### src/rtl/pc_sequencer.sv
// pc_sequencer
//   Fetch-stage program counter with next-PC selection and a circular
//   return-address stack (RAS).
//
//   Parameters
//     PC_WIDTH     width of the PC and all address ports
//     PC_INIT      value loaded into pc_out on reset
//     INSTR_BYTES  sequential increment (power of two); loaded PCs are aligned to it
//     RAS_DEPTH    number of RAS entries (power of two, >= 2)
//
//   Ports
//     CLK            clock, all state changes on the rising edge
//     RST            synchronous active-high reset
//     pcWEN          advance enable (low = stall)
//     next_sel       0 SEQ, 1 TARGET, 2 RETURN, 3 behaves as SEQ
//     target         next PC for TARGET
//     link           push pc_plus onto the RAS on this advance
//     redirect       highest-priority PC load from later stages
//     redirect_pc    PC loaded on redirect
//     ras_clear      empty the RAS (count and pointer to 0)
//     pc_out         current fetch PC (registered)
//     pc_plus        pc_out + INSTR_BYTES (combinational, wraps)
//     ras_top        top RAS entry, 0 when empty
//     ras_count      number of valid RAS entries
//     ras_underflow  one-cycle pulse after a RETURN on an empty RAS
module pc_sequencer #(
  parameter int                     PC_WIDTH    = 32,
  parameter logic [PC_WIDTH-1:0]    PC_INIT     = '0,
  parameter int                     INSTR_BYTES = 4,
  parameter int                     RAS_DEPTH   = 4
) (
  input  logic                          CLK,
  input  logic                          RST,
  input  logic                          pcWEN,
  input  logic [1:0]                    next_sel,
  input  logic [PC_WIDTH-1:0]           target,
  input  logic                          link,
  input  logic                          redirect,
  input  logic [PC_WIDTH-1:0]           redirect_pc,
  input  logic                          ras_clear,
  output logic [PC_WIDTH-1:0]           pc_out,
  output logic [PC_WIDTH-1:0]           pc_plus,
  output logic [PC_WIDTH-1:0]           ras_top,
  output logic [$clog2(RAS_DEPTH):0]    ras_count,
  output logic                          ras_underflow
);

  localparam int PTR_W = $clog2(RAS_DEPTH);
  localparam int CNT_W = PTR_W + 1;

  localparam logic [1:0] SEL_TARGET = 2'd1;
  localparam logic [1:0] SEL_RETURN = 2'd2;

  // Clearing the low bits of a loaded PC; a zero mask term when INSTR_BYTES=1.
  localparam logic [PC_WIDTH-1:0] ALIGN_MASK = ~(PC_WIDTH'(INSTR_BYTES - 1));
  localparam logic [PC_WIDTH-1:0] PC_INC     = PC_WIDTH'(INSTR_BYTES);
  localparam logic [CNT_W-1:0]    CNT_FULL   = CNT_W'(RAS_DEPTH);

  logic [PC_WIDTH-1:0] pc_reg, pc_next;
  logic [PTR_W-1:0]    ptr_reg, ptr_next;      // next free slot; top is ptr-1
  logic [CNT_W-1:0]    count_reg, count_next;
  logic                underflow_reg, underflow_next;
  logic [PC_WIDTH-1:0] ras_mem [RAS_DEPTH];

  logic                ras_we;
  logic [PTR_W-1:0]    ras_waddr;
  logic [PTR_W-1:0]    top_idx;
  logic                ras_empty;
  logic                ret_hit;

  assign top_idx   = ptr_reg - PTR_W'(1);
  assign ras_empty = (count_reg == '0);

  assign pc_out        = pc_reg;
  assign pc_plus       = pc_reg + PC_INC;
  assign ras_top       = ras_empty ? '0 : ras_mem[top_idx];
  assign ras_count     = count_reg;
  assign ras_underflow = underflow_reg;

  // A RETURN that actually consumes a RAS entry on this advance.
  assign ret_hit = pcWEN && !redirect && (next_sel == SEL_RETURN) && !ras_empty;

  always_comb begin
    pc_next        = pc_reg;
    ptr_next       = ptr_reg;
    count_next     = count_reg;
    underflow_next = 1'b0;
    ras_we         = 1'b0;
    ras_waddr      = ptr_reg;

    if (redirect) begin
      pc_next = redirect_pc & ALIGN_MASK;
    end else if (pcWEN) begin
      case (next_sel)
        SEL_TARGET: pc_next = target & ALIGN_MASK;
        SEL_RETURN: begin
          if (!ras_empty) begin
            pc_next = ras_top;
          end else begin
            pc_next        = pc_plus;
            underflow_next = 1'b1;
          end
        end
        default:    pc_next = pc_plus;
      endcase

      if (link && ret_hit) begin
        // Pop and push cancel: the top entry is replaced in place.
        ras_we    = 1'b1;
        ras_waddr = top_idx;
      end else if (link) begin
        // A full stack wraps the pointer and silently overwrites the oldest entry.
        ras_we     = 1'b1;
        ras_waddr  = ptr_reg;
        ptr_next   = ptr_reg + PTR_W'(1);
        count_next = (count_reg == CNT_FULL) ? CNT_FULL : count_reg + CNT_W'(1);
      end else if (ret_hit) begin
        ptr_next   = top_idx;
        count_next = count_reg - CNT_W'(1);
      end
    end

    // Clear overrides any push or pop in the same cycle.
    if (ras_clear) begin
      ras_we     = 1'b0;
      ptr_next   = '0;
      count_next = '0;
    end
  end

  always_ff @(posedge CLK) begin
    if (RST) begin
      pc_reg        <= PC_INIT;
      ptr_reg       <= '0;
      count_reg     <= '0;
      underflow_reg <= 1'b0;
      for (int i = 0; i < RAS_DEPTH; i++) begin
        ras_mem[i] <= '0;
      end
    end else begin
      pc_reg        <= pc_next;
      ptr_reg       <= ptr_next;
      count_reg     <= count_next;
      underflow_reg <= underflow_next;
      if (ras_we) begin
        ras_mem[ras_waddr] <= pc_plus;
      end
    end
  end

endmodule

### config.mk
export PLATFORM = sky130hd
export DESIGN_NAME = pc_sequencer
export DESIGN_NICKNAME = d
export VERILOG_FILES = /design/src/rtl/pc_sequencer.sv
export SDC_FILE = /design/constraint.sdc
export NUM_CORES = 1
export LEC_CHECK = 0
export ABC_AREA = 1
export CAP_MARGIN = 20
export CORE_MARGIN = 2
export CORE_UTILIZATION = 44
export CTS_CLUSTER_DIAMETER = 30
export DETAILED_ROUTE_END_ITERATION = 7
export GPL_ROUTABILITY_DRIVEN = 0
export PLACE_DENSITY = 0.69
export SLEW_MARGIN = 20
export SYNTH_ARGS = -nofsm -noshare
export SYNTH_HDL_FRONTEND = slang
export SYNTH_SLANG_ARGS = --single-unit
### constraint.sdc
create_clock -name CLK -period 8.15 [get_ports CLK]
set_clock_uncertainty 0.1 [all_clocks]
set_input_delay 1.2225 -clock CLK [delete_from_list [all_inputs] [get_ports CLK]]
set_output_delay 1.2225 -clock CLK [all_outputs]
set_load 0.02 [all_outputs]
## Word level (Yosys, flattened, before mapping)

Memory sizes are Yosys's and may differ from the RTL's.
Index checks and enable logic that the tools add are counted.

| cells by class | value |
|---|---|
| mux-type cells | 27 |
| divide/modulo/power cells | 0 |
| shift operators | 0 |
| reduce and logical (&&, ||, !) cells | 14 |
| equal/unequal tests | 3 |
| $add $sub $neg | 5 |
| $mul | 0 |
| bitwise logic cells | 4 |
| $lt $le $gt $ge | 0 |

Operators by type and width:

| operator | count |
|---|---|
| 32-bit 2-to-1 mux | 5 |
| 32-bit one-hot mux with 2 select lines | 1 |
| 32-bit by 3-bit adder with 32-bit output, second input constant | 1 |
| 32-bit OR reduction | 1 |
| 1-bit 2-to-1 mux | 12 |
| 2-bit 2-to-1 mux | 6 |
| 3-bit 2-to-1 mux | 3 |
| 1-bit logical AND | 4 |
| 1-bit inverter | 4 |
| 4-bit AND reduction | 1 |
| 2-bit nonzero test | 2 |
| 2-bit OR reduction | 2 |
| 4-bit OR reduction | 1 |
| 3-bit by 1-bit adder with 3-bit output, second input constant | 1 |
| 3-bit equality test, second input constant | 1 |
| 3-bit logical NOT | 1 |
| 3-bit by 1-bit subtractor with 3-bit output, second input constant | 1 |
| 2-bit by 1-bit adder with 2-bit output, second input constant | 1 |
| 2-bit by 1-bit equality test with 1-bit output, second input constant | 1 |
| 2-bit equality test, second input constant | 1 |
| 1-bit logical NOT | 2 |
| 2-bit by 1-bit subtractor with 2-bit output, second input constant | 1 |

| word-level totals | value |
|---|---|
| latch bits | 0 |
| bits in read-only memories | 0 |
| output and inout port bits | 100 |
| memories kept | 1 |
| input bits | 72 |
| word-level logic and storage cells | 59 |
| memory bits (writable) | 128 |
| register bits | 38 |

Memories:

| name | depth | bits a word | rd ports | clocked after memory_dff | wr ports | RTL line | RTL |
|---|---|---|---|---|---|---|---|
| ras_mem | 4 | 32 | 1 | 0 | 4 | 63 | `logic [PC_WIDTH-1:0] ras_mem [RAS_DEPTH];` |

## Longest topological paths before layout

| depth | value |
|---|---|
| depth in word-level cells | 14 |
| depth in mapped cells | 14 |
| gate-level depth less buffers | 13 |

## Worst setup path before layout

Ideal clock, no wire load.

| timing path | value |
|---|---|
| kind | input to register |
| start point | input next_sel[0] |
| end point | memory ras_mem[3][0], enable pin |
| path buffers | 1 |
| setup time | 0.470 ns |
| slack | 3.084 ns |
| required time | 7.580 ns |
| cell stages on the path | 7 |
| data arrival time | 4.496 ns |
| cells stage by stage | inv_1 ha_1 clkbuf_1 nand4_2 o21ai_2 nor2_4 a211oi_1 |

RTL lines:

| what | RTL line | RTL |
|---|---|---|
| start: declaration | 35 | `input logic [1:0] next_sel,` |
| end: declaration | 63 |  |

==> flow_metrics.tcl <==
set metrics [dict create \
    syn-cell-area_um2 9470 \
    worst-setup-path-type "primary input to flop" \
    vdd.ir_drop.worst_mv 0.157 \
    postLayoutCoreUtil_pct 56.1 \
    gr-total-overflow 0 \
    synth_area_leaders "edfxtp_1, nand2_1, nor2_1" \
    synthCells 1191 \
    required_ns 7.98 \
    clk_pin_slew_ns 0.06 \
    cap_violations 0 \
    avgSynthCellArea_um2 7.95 \
    dieWidth_um 151 \
    antenna_found_initial 0 \
    die_y_um 151 \
    max_flop_register "ras_mem" \
    crit_path_end_kind "flop" \
    synth_common_cells "nand2_1, nor2_1, edfxtp_1" \
    grt_max_degree 50 \
    cts_root_buffer "clkbuf_16" \
    p_sw_mw 0.563 \
    cts_made_buffers 17 \
    antenna_left 0 \
    h-tree-depth 4 \
    yosysTopAreaCell "edfxtp_1" \
    fmax_mhz 194 \
    wire_per_inst_um 18.3 \
    grt_pass1_wl_mm 45.0 \
    synthFlopType "edfxtp_1" \
    power_frac_comb_pct 15.2 \
    final.min_clock_period_ns 5.14 \
    drt-initial-drc-count 872 \
    power_density_nw_per_um2 179 \
    slew_viol_final 0 \
    core_area_um2 21100 \
    p_seq_share_pct 46.1 \
    synth-edff-count 128 \
    vias_per_cell 5.43 \
    synthArstFlopShare_pct 0 \
    timing.rr.start "ptr_reg[1]" \
    rows 53 \
    hp-class "flop to flop" \
    ios 172 \
    grt_usage_pct 26.3 \
    power.internal_mw 1.55 \
    period_share_pct 63.1 \
    io_buffers 167 \
    netSwitchingFraction_pct 26.7 \
    pwr-share-clk_pct 38.7 \
    postSynthRegisterBits 166 \
    drtPass1Iterations 5 \
    synth_top_area_share_pct 40.6 \
    die_area_um2 22700 \
    rsz0062_at_grt "false" \
    synth_warnings 0 \
    tightest_slew_ns 0.970 \
    crit_fanout 34 \
    worstPathArrival_ns 4.98 \
    largest_reg_flops 128 \
    clk_latency_ns 0.43 \
    status "finished clean" \
    startpoint_type "primary input" \
    syn_nets 1269 \
    drc_errors 0 \
    start_util_pct 44.9 \
    hp-start "ras_count[0]" \
    relSlewSlack_pct 35.1 \
    antenna_cells 0 \
    yosysUniqueCellTypes 42 \
    clock_path_buffers 2 \
    setup_viol 0 \
    crit_start "redirect" \
    leakagePower_nw 4.86 \
    synthToLayoutAreaGrowth_pct 24.9 \
    yosysSeqAreaShare_pct 48.6 \
    nNetsFinal 1404 \
    yosysMostFrequentCell "nand2_1" \
    ctsResizeCount 0 \
    clock_sinks 166 \
    cts_hold_buf 0 \
    cts_tree "built" \
    cts_post_setup_buffers_inserted 0 \
    tns_ns 0 \
    drt-total-wl_mm 29.6 \
    hold_violations 0 \
    vias 8770 \
    dp_hpwl_mm 19.9 \
    grt_pass1_vias 8051 \
    drive_gt1_share_pct 7.69 \
]
## worst paths after layout
check                   end  slack, ns  cells after the start
min reg2reg    ras_count[0]       0.40                      2
max          ras_mem[1][24]       3.01                     11
max reg2reg  ras_mem[1][24]       3.69                      9
min            ras_count[0]       0.40                      2
## layout by cell type, fill, tap and decap left out, types with 6 or more instances in the layout
| master | count |
|---|---|
| clkdlybuf4s50_1 | 167 |
| nor2_2 | 8 |
| o22ai_1 | 26 |
| o21ai_0 | 31 |
| nand4_1 | 11 |
| inv_2 | 8 |
| nor2_4 | 7 |
| and2_1 | 17 |
| edfxtp_1 | 128 |
| nor2_1 | 210 |
| a21oi_1 | 56 |
| buf_4 | 10 |
| and3_1 | 9 |
| nand2_1 | 304 |
| nand2_2 | 14 |
| nand3_1 | 80 |
| or2_2 | 11 |
| ha_1 | 6 |
| clkbuf_16 | 17 |
| a22oi_1 | 32 |
| inv_1 | 99 |
| dfxtp_1 | 38 |
## critical path: stages
cell	delay [ns]
clkdlybuf4s50_1	0.45
buf_4	0.34
inv_2	0.07
nand2_1	0.12
inv_2	0.28
nand2_1	0.23
nor2_1	0.07
inv_2	0.56
nor2_4	0.12
nand2_2	0.67
nand2_2	0.81
## per-stage QoR
stage | hold WS [ns] | instances | worst slack, ns | total power [mW] | area (um2)
6_report | 0.398 | 1614 | 3.01 | 2.11 | 11800
4_1_cts | 0.405 | 1614 | 2.99 | 2.11 | 11800
3_5_place_dp | 0.397 | 1582 | 2.56 | 1.31 | 11200
2_1_floorplan | 0.463 | 1191 | 3.08 | 1.16 | 9470
5_1_grt | 0.436 | 1614 | 2.82 | 2.17 | 11800
3_3_place_gp | 0.388 | 1582 | 2.59 | 1.31 | 11200
## power by group through the flow
stage          Sequential (mW)  Combinational [mW]  Clock, mW
3_3_place_gp             0.989               0.317          0
3_5_place_dp             0.990               0.319          0
6_report                 0.973               0.322      0.818
2_1_floorplan            0.994               0.171          0
5_1_grt                  0.977               0.350      0.847
4_1_cts                  0.972               0.321      0.816
## logic make-up (layout without fill, tap and decap cells)
kind of cell | Yosys count | count (layout) | share of synthesized area, %
adder cells (fa/ha/maj) | 6 | 6 | 0.793
flip-flops | 166 | 166 | 48.6
AO/OA/AOI/OAI | 157 | 157 | 9.92
buffers and inverters | 168 | 316 | 7.93
AND/OR/NAND/NOR | 680 | 680 | 31.0
XOR/XNOR | 14 | 14 | 1.69
## routing by layer
| metal | part of all wire (%) | GRT usage [%] | vias to the layer above | wire length, um |
|---|---|---|---|---|
| met5 | 0 | 0 | - | 0 |
| met4 | 1.6 | 6.87 | 0 | 464 |
| met3 | 10 | 4.76 | 42 | 3070 |
| met2 | 46 | 41.1 | 461 | 13600 |
| met1 | 42 | 37.9 | 4078 | 12500 |
| li1 | - | - | 4189 | - |
## layout make-up
| class | instances | area [um2] |
|---|---|---|
| clock inverter | 13 | 156 |
| inverter | 107 | 402 |
| fill | 1909 | 9270 |
| clock buffer | 19 | 433 |
| sequential | 166 | 4600 |
| timing repair buffer | 177 | 1750 |
| multi-input combinational | 857 | 4140 |
| tap | 275 | 344 |
No activity file was read; power rests on OpenSTA's default activity.
==> RTL change: new RTL, same settings <==
Make the reset (`RST`) asynchronous in one clocked block. Comments in the files are not updated.
--- a/src/rtl/pc_sequencer.sv
+++ b/src/rtl/pc_sequencer.sv
@@ -128,7 +128,7 @@
     end
   end
 
-  always_ff @(posedge CLK) begin
+  always_ff @(posedge CLK or posedge RST) begin
     if (RST) begin
       pc_reg        <= PC_INIT;
       ptr_reg       <= '0;
Behaviour: differs if RST is asserted again (counterexample within 4 cycles, from zero or initial values and one cycle with RST high); with RST held inactive, the same outputs for 4 cycles.
==> RTL change against the unedited design <==
  * Critical path depth is 4 lower
  * Sequential cell count stayed put
  * Synthesized area is 0.58% lower
  * Cell count is 9.3% higher
  * Global-route usage is 2.2 points higher
  * Sequential share of layout area is 3.8 points lower
  * Critical path type is now flop to primary output
  * First-iteration DRC count is 9.5% higher
  * Worst setup slack better by 290 ps
  * Die area is 0.57% lower
  * Routed wire length is 5.4% higher
  * Design area hardly changed
  * Largest cell class is now multi-input gates
Power is not compared: it rests on default switching activity, and its combinational part moved more than twofold at a synthesized area within 25%.
==> RTL change: results (changes against the unedited design) <==
Clkbuf count -> 20 (+1)
First-pass GRT wire length -> 49.1 mm (+9.2%)
Signal buf overhead -> 14.9% (+0.15 points)
Post-Place Cells -> 1735 (+9.7%)
Total Wirelength -> 31.2 mm (+5.4%)
Plain + repair buffers -> 179 (+1.1%)
Wire length on met3 -> 3.09 mm (+0.65%)
Crit Path Max Fanout -> 8 (-76%)
GR met3 Demand/Resource -> 6.67% (+1.9 points)
Origin of the critical flop-to-flop path -> ptr_reg[0]
Relative slew slack -> 28.0% (-7.1 points)
Synthesized area per cell -> 6.99 µm² (-12%)
NumNets Final -> 1557 (+11%)
DP Wirelength -> 21.4 mm (+7.8%)
Initial antenna violation count -> 1 (+1)
Multi-In Gates -> 1000 (+17%)
Clock-cell share of area -> 4.95% (-0.035 points)
R2R Path End -> ras_mem[5]
Wire length on met1 -> 13.8 mm (+10%)
R2R cell count -> 8 (-1)
Worst Hold Endpoint -> ras_mem[77]
Fraction of area in multi-input gates -> 38.4% (+3.4 points)
Hold_sp -> ras_mem[77]
Largest net degree at the start of global routing -> 88 (+76%)
First-pass iteration count of the detailed router -> 6 (+1)
Slowest cell on the critical path -> clkdlybuf4s50_1
Met1 usage -> 41.8% (+3.9 points)
Syn Nets -> 1424 (+12%)
Top FF cell, synth -> dfrtp_1
Final hold slack -> 365 ps (-33.1 ps)
Fill count -> 1981 (+3.8%)
Drt initial violations -> 955 (+9.5%)
Status -> complete, no violations
Synth top cells by count -> nand2_1 (550), dfrtp_1 (166), nor2_1 (117), inv_1 (107), o21ai_0 (106)
WL per Instance -> 17.7 µm (-3.6%)
Worst R2R Setup Slack -> 4760 ps (+1070 ps)
## RTL change: changes by cell type after synthesis, sizes merged, moves of 8 or more
cell,delta
dfxtp,-38
a21oi,-46
nand2,+233
o22ai,-24
nor3,+21
nand3b,+16
edfxtp,-128
and2,-13
nand3,-40
dfrtp,+166
inv,+8
nor2,-101
o21ai,+98
nor4,+9
## RTL change: worst max path at each step
| stage | to | slack [ps] | cells after the start |
|---|---|---|---|
| 5_1_grt | pc_plus[18] | 3120 | 7 |
| 3_5_place_dp | ras_mem[12] | 3460 | 9 |
| 3_3_place_gp | ras_mem[5] | 3520 | 9 |
| 6_report | pc_plus[18] | 3300 | 7 |
| 2_1_floorplan | pc_out[0] | 2340 | 1 |
| 4_1_cts | pc_plus[18] | 3280 | 7 |
## RTL change: logic make-up (layout without fill, tap and decap cells)
group           Yosys count  in the layout  synth area share (%)
fa+ha+maj                 6              6                 0.798
simple gates            798            798                  35.3
buf+inv                 180            323                  7.79
compound gates          179            179                  10.4
flops                   166            166                  44.1
xor+xnor                 17             17                  1.58
